<file path="src/rtl/mips_pipe_pkg.sv">
// Shared MIPS pipeline types: MEM-stage state encoding,
// datapath widths and the MEM->WB write-back bundle.
package mips_pipe_pkg;

  localparam int DATA_W = 32;
  localparam int REG_AW = 5;

  typedef enum logic [1:0] {
    IDLE,
    REQ,
    WAIT,
    DONE
  } mau_state_e;

  typedef struct packed {
    logic              regwr;
    logic [REG_AW-1:0] rd;
    logic [DATA_W-1:0] data;
  } wb_t;

  localparam wb_t WB_BUBBLE = '0;

endpackage

</file>
<file path="src/rtl/mem_access_unit.sv">
// MEM stage: runs loads/stores on a valid/ready data bus,
// stalls upstream while busy, registers the write-back bundle.
module mem_access_unit
  import mips_pipe_pkg::*;
#(
  parameter int TIMEOUT_CYC = 64
) (
  input  logic              clk,
  input  logic              rst_n,
  input  logic              memWr_MEM,
  input  logic              regWr_MEM,
  input  logic              Wrback_MEM,
  input  logic [DATA_W-1:0] AluResult_MEM,
  input  logic [DATA_W-1:0] WriteMemData_MEM,
  input  logic [REG_AW-1:0] WriteReg_MEM,
  output logic              stall_o,
  output logic              req_valid,
  input  logic              req_ready,
  output logic              req_we,
  output logic [DATA_W-1:0] req_addr,
  output logic [DATA_W-1:0] req_wdata,
  input  logic              rsp_valid,
  input  logic [DATA_W-1:0] rsp_rdata,
  output logic              regWr_WB,
  output logic [REG_AW-1:0] WriteReg_WB,
  output logic [DATA_W-1:0] WriteData_WB,
  output logic              err_o
);

  localparam int CW = $clog2(TIMEOUT_CYC + 2);
  localparam logic [CW-1:0] TO_LAST =
    CW'((TIMEOUT_CYC > 0) ? TIMEOUT_CYC - 1 : 0);

  mau_state_e        state_q, state_d;
  wb_t               wb_q, wb_d;
  logic              err_q, err_d;
  logic              we_q, we_d;
  logic [DATA_W-1:0] addr_q, addr_d;
  logic [DATA_W-1:0] wdata_q, wdata_d;
  logic [REG_AW-1:0] rd_q, rd_d;
  logic [CW-1:0]     cnt_q, cnt_d;

  logic mem_op;
  logic misal;
  logic to_hit;

  assign mem_op = memWr_MEM | Wrback_MEM;
  assign misal  = |AluResult_MEM[1:0];
  assign to_hit = (TIMEOUT_CYC != 0) && (cnt_q == TO_LAST);

  always_ff @(posedge clk or negedge rst_n) begin
    if (!rst_n) begin
      state_q <= IDLE;
      wb_q    <= WB_BUBBLE;
      err_q   <= 1'b0;
      we_q    <= 1'b0;
      addr_q  <= '0;
      wdata_q <= '0;
      rd_q    <= '0;
      cnt_q   <= '0;
    end else begin
      state_q <= state_d;
      wb_q    <= wb_d;
      err_q   <= err_d;
      we_q    <= we_d;
      addr_q  <= addr_d;
      wdata_q <= wdata_d;
      rd_q    <= rd_d;
      cnt_q   <= cnt_d;
    end
  end

  always_comb begin
    state_d = state_q;
    wb_d    = WB_BUBBLE;
    err_d   = 1'b0;
    we_d    = we_q;
    addr_d  = addr_q;
    wdata_d = wdata_q;
    rd_d    = rd_q;
    cnt_d   = '0;
    unique case (state_q)
      IDLE: begin
        if (!mem_op) begin
          wb_d = '{regWr_MEM, WriteReg_MEM, AluResult_MEM};
        end else if (misal) begin
          err_d = 1'b1;
        end else begin
          we_d    = memWr_MEM;
          addr_d  = {AluResult_MEM[DATA_W-1:2], 2'b00};
          wdata_d = WriteMemData_MEM;
          rd_d    = WriteReg_MEM;
          state_d = REQ;
        end
      end
      REQ: begin
        cnt_d = cnt_q + 1'b1;
        // A store finishes on acceptance; a load still needs its response.
        if (req_ready && we_q) begin
          state_d = DONE;
        end else if (to_hit) begin
          err_d   = 1'b1;
          state_d = DONE;
        end else if (req_ready) begin
          state_d = WAIT;
        end
      end
      WAIT: begin
        cnt_d = cnt_q + 1'b1;
        if (rsp_valid) begin
          wb_d    = '{regWr_MEM, rd_q, rsp_rdata};
          state_d = DONE;
        end else if (to_hit) begin
          err_d   = 1'b1;
          state_d = DONE;
        end
      end
      DONE: state_d = IDLE;
      default: state_d = IDLE;
    endcase
  end

  always_comb begin
    req_valid    = (state_q == REQ);
    stall_o      = rst_n &&
                   ((state_q == REQ) || (state_q == WAIT) ||
                    ((state_q == IDLE) && mem_op && !misal));
    req_we       = we_q;
    req_addr     = addr_q;
    req_wdata    = wdata_q;
    regWr_WB     = wb_q.regwr;
    WriteReg_WB  = wb_q.rd;
    WriteData_WB = wb_q.data;
    err_o        = err_q;
  end

endmodule

</file>
<file path="config.mk">
export PLATFORM = sky130hd
export DESIGN_NAME = mem_access_unit
export DESIGN_NICKNAME = d
export VERILOG_FILES = /design/src/rtl/mips_pipe_pkg.sv /design/src/rtl/mem_access_unit.sv
export SDC_FILE = /design/constraint.sdc
export NUM_CORES = 1
export LEC_CHECK = 0
export CORE_MARGIN = 1.5
export CORE_UTILIZATION = 42
export CTS_BUF_LIST = sky130_fd_sc_hd__clkbuf_4 sky130_fd_sc_hd__clkbuf_8
export DETAILED_ROUTE_END_ITERATION = 12
export GPL_TIMING_DRIVEN = 0
export PLACE_DENSITY = 0.82
export SYNTH_ARGS = -nofsm -noshare
export SYNTH_HDL_FRONTEND = slang
export SYNTH_SLANG_ARGS = --single-unit
</file>
<file path="constraint.sdc">
create_clock -name clk -period 2.25 [get_ports clk]
set_clock_uncertainty 0.15 [all_clocks]
set_input_delay 0.225 -clock clk [delete_from_list [all_inputs] [get_ports clk]]
set_output_delay 0.225 -clock clk [all_outputs]
set_load 0.005 [all_outputs]
</file>
==> results.json <==
{
  "tightest_slew_ps": 524,
  "insertion_delay_ps": 440,
  "synth_top_family_by_area": "multiplexers",
  "drt-total-wl_um": 12000,
  "min_path_type": "in -> async",
  "setup_violations": 0,
  "syn_inst": 290,
  "required_ps": 1880,
  "grt_usage_pct": 22.3,
  "antenna_cells": 0,
  "fin_util_pct": 70.1,
  "top_layer": "met4",
  "via_per_inst": 5.00,
  "drv_slew": 0,
  "dieArea_um2": 11200,
  "io_buffers": 211,
  "layout_min_cycle_time_ps": 2170,
  "switching_share_pct": 27.7,
  "die_y_um": 106,
  "io_pins": 214,
  "syn_avg_cell_area_um2": 15.3,
  "pwr-share-comb_pct": 39.0,
  "fmax_ghz": 0.461,
  "ys_warn_count": 0,
  "synth_xor_area_share_pct": 0.591,
  "fin_area_um2": 7200,
  "antenna_found_initial": 0,
  "placed_area_um2": 6750,
  "cap_violations": 0,
  "synth-seq-cells": 116,
  "area_growth_pct": 62.1,
  "clockBufferDepth": 2,
  "power_density_nw_per_um2": 1160,
  "hold_violations": 0,
  "p_int_mw": 6.05,
  "cts.htree.levels": 4,
  "final_nets": 641,
  "synth_mux_area_share_pct": 17.0,
  "cts_tree": "built",
  "drt-initial-drc-count": 98,
  "wl_met2_um": 6140,
  "run_status": "completed",
  "rsz0062_at_grt": "no",
  "ant_nets": 0,
  "fp.dieW_um": 106,
  "row_count": 37,
  "drive_above_1_share_pct": 20.0,
  "p_leak_nw": 3.12,
  "wl_per_cell_um": 17.7,
  "grt_max_degree": 62,
  "synth_cell_types": 33,
  "worstSetupPathType": "reg -> out",
  "final_common_cell": "clkdlybuf4s50_1",
  "path_clk_slew_ps": 70,
  "max-vdd-ir-drop_v": 0.000614,
  "num_vias": 3384,
  "startpoint_type": "flop",
  "synth_flop_cell": "dfrtp_1",
  "m1WireLength_um": 4400,
  "dp.cells": 639,
  "dp.final_hpwl_um": 8760,
  "timing.hold.ws_ps": 186,
  "async_flop_share_pct": 100,
  "cts-root-buf": "clkbuf_8",
  "syn_area_um2": 4440,
  "yosys.area_share.adder_pct": 1.41,
  "route.detailed.drc": 0,
  "globalplace.congestion": 0.777,
  "grt-ovfl-total": 0,
  "power_frac_seq_pct": 39.0,
  "met3_wirelength_um": 1100,
  "cts.sinks": 116,
  "initial_utilization_pct": 43.2,
  "firstDrtPassIters": 4,
  "arrival_ps": 1790,
  "cp-end-kind": "output pin",
  "grt_pass1_wl_um": 18700,
  "grt_pass1_vias": 3673,
  "period_share_pct": 96.3,
  "final_cell_mix": "clkdlybuf4s50_1, dfrtp_1, mux2_2",
  "max_slew_margin_pct": 65.1,
  "synth_enable_flop_cells": 0,
  "core_area_um2": 10300,
  "finalSetupTns_ps": 0,
  "clockPowerShare_pct": 22.0,
  "p_sw_mw": 2.32,
  "synthSimpleGateAreaFrac_pct": 3.29,
  "cts_buffers": 17,
  "final_cells": 677,
  "ys_seq_area_share_pct": 65.3,
  "synth_compound_area_share_pct": 9.83,
  "critPathMaxFanout": 4
}
## area by class of cell
| class | count | area (um^2) |
|---|---|---|
| plain buffers | 16 | 93.8 |
| inverters | 3 | 11.3 |
| multi-input cells | 155 | 1450 |
| well taps | 136 | 170 |
| fillers | 753 | 3070 |
| flip-flops and latches | 116 | 2900 |
| repair buffers | 219 | 2200 |
| clock inverters | 14 | 138 |
| clock buffers | 18 | 241 |
## worst max-delay path: stages, from the launching register on
cell and delay [ps]:
dfrtp_1 400, inv_2 90, ha_4 150, inv_2 60
nor4_4 200, buf_6 170, o21a_1 100, clkdlybuf4s15_1 200
## cell families (layout without fill, tap and decap cells)
family,count (synthesis),after routing
and+or+nand+nor,24,24
AOI/OAI and AO/OA,54,54
muxes,67,67
DFF,116,116
adders and majority gates,5,5
buffers and inverters,20,270
xor gates and xnor gates,3,3
other,1,2
## state kept, by name (all words and copies together), names as in the netlist
name,flops
WriteData_WB,32
regWr_WB,1
req_addr,30
err_o,1
state_q,2
WriteReg_WB,5
req_wdata,32
rd_q,5
req_we,1
cnt_q,7
## cells in the mapped netlist (4+ instances only)
master	instances	share of area, %
a22o_1	38	7.5
mux2_2	48	12
dfrtp_1	116	65
mux2_1	19	4.8
nor2b_1	4	0.56
nand2_1	5	0.42
and2_1	5	0.70
o21ai_0	4	0.45
ha_1	5	1.4
clkbuf_1	5	0.42
buf_2	7	0.79
## layer usage
metal  track usage, %  up-vias
met5                0        -
met1             24.1     1671
met2             38.4      155
met4             10.7        0
met3             8.53       28
li1                 -     1530
## metrics by stage
stage	setup slack [ps]	total power, mW
global route	11.1	8.85
detailed placement	-444	6.48
CTS	7.80	8.45
global placement	-3510	6.33
floorplan	261	4.41
finish	82.8	8.36
## worst paths after layout
check	from	end	slack [ps]	depth (start not counted)
setup reg to reg	state_q[0]	req_wdata[15]	180	8
hold / removal	rst_n	state_q[0]	190	2
min in group clk	regWr_MEM	regWr_WB	190	2
setup / recovery	state_q[0]	stall_o	80	7
max in group asynchronous	rst_n	req_addr[6]	1090	3
hold reg to reg	cnt_q[0]	cnt_q[0]	320	1
## power groups by stage
| stage | clock network [mW] | registers (mW) | logic, mW |
|---|---|---|---|
| 2_1_floorplan | 0 | 3.34 | 1.08 |
| 3_5_place_dp | 0 | 3.31 | 3.17 |
| 5_1_grt | 1.97 | 3.37 | 3.51 |
| 3_3_place_gp | 0 | 3.25 | 3.08 |
| 4_1_cts | 1.89 | 3.27 | 3.29 |
| 6_report | 1.84 | 3.26 | 3.26 |
## repair_timing
action                                  4_1_cts  5_1_grt
pin swaps                                     1        0
hold endpoints to repair                     55        0
resized for setup                             6        7
hold buffers                                  1        0
endpoints found under the setup margin       45       22
setup buffers                                 7        0
(Power assumes the default switching activity.)
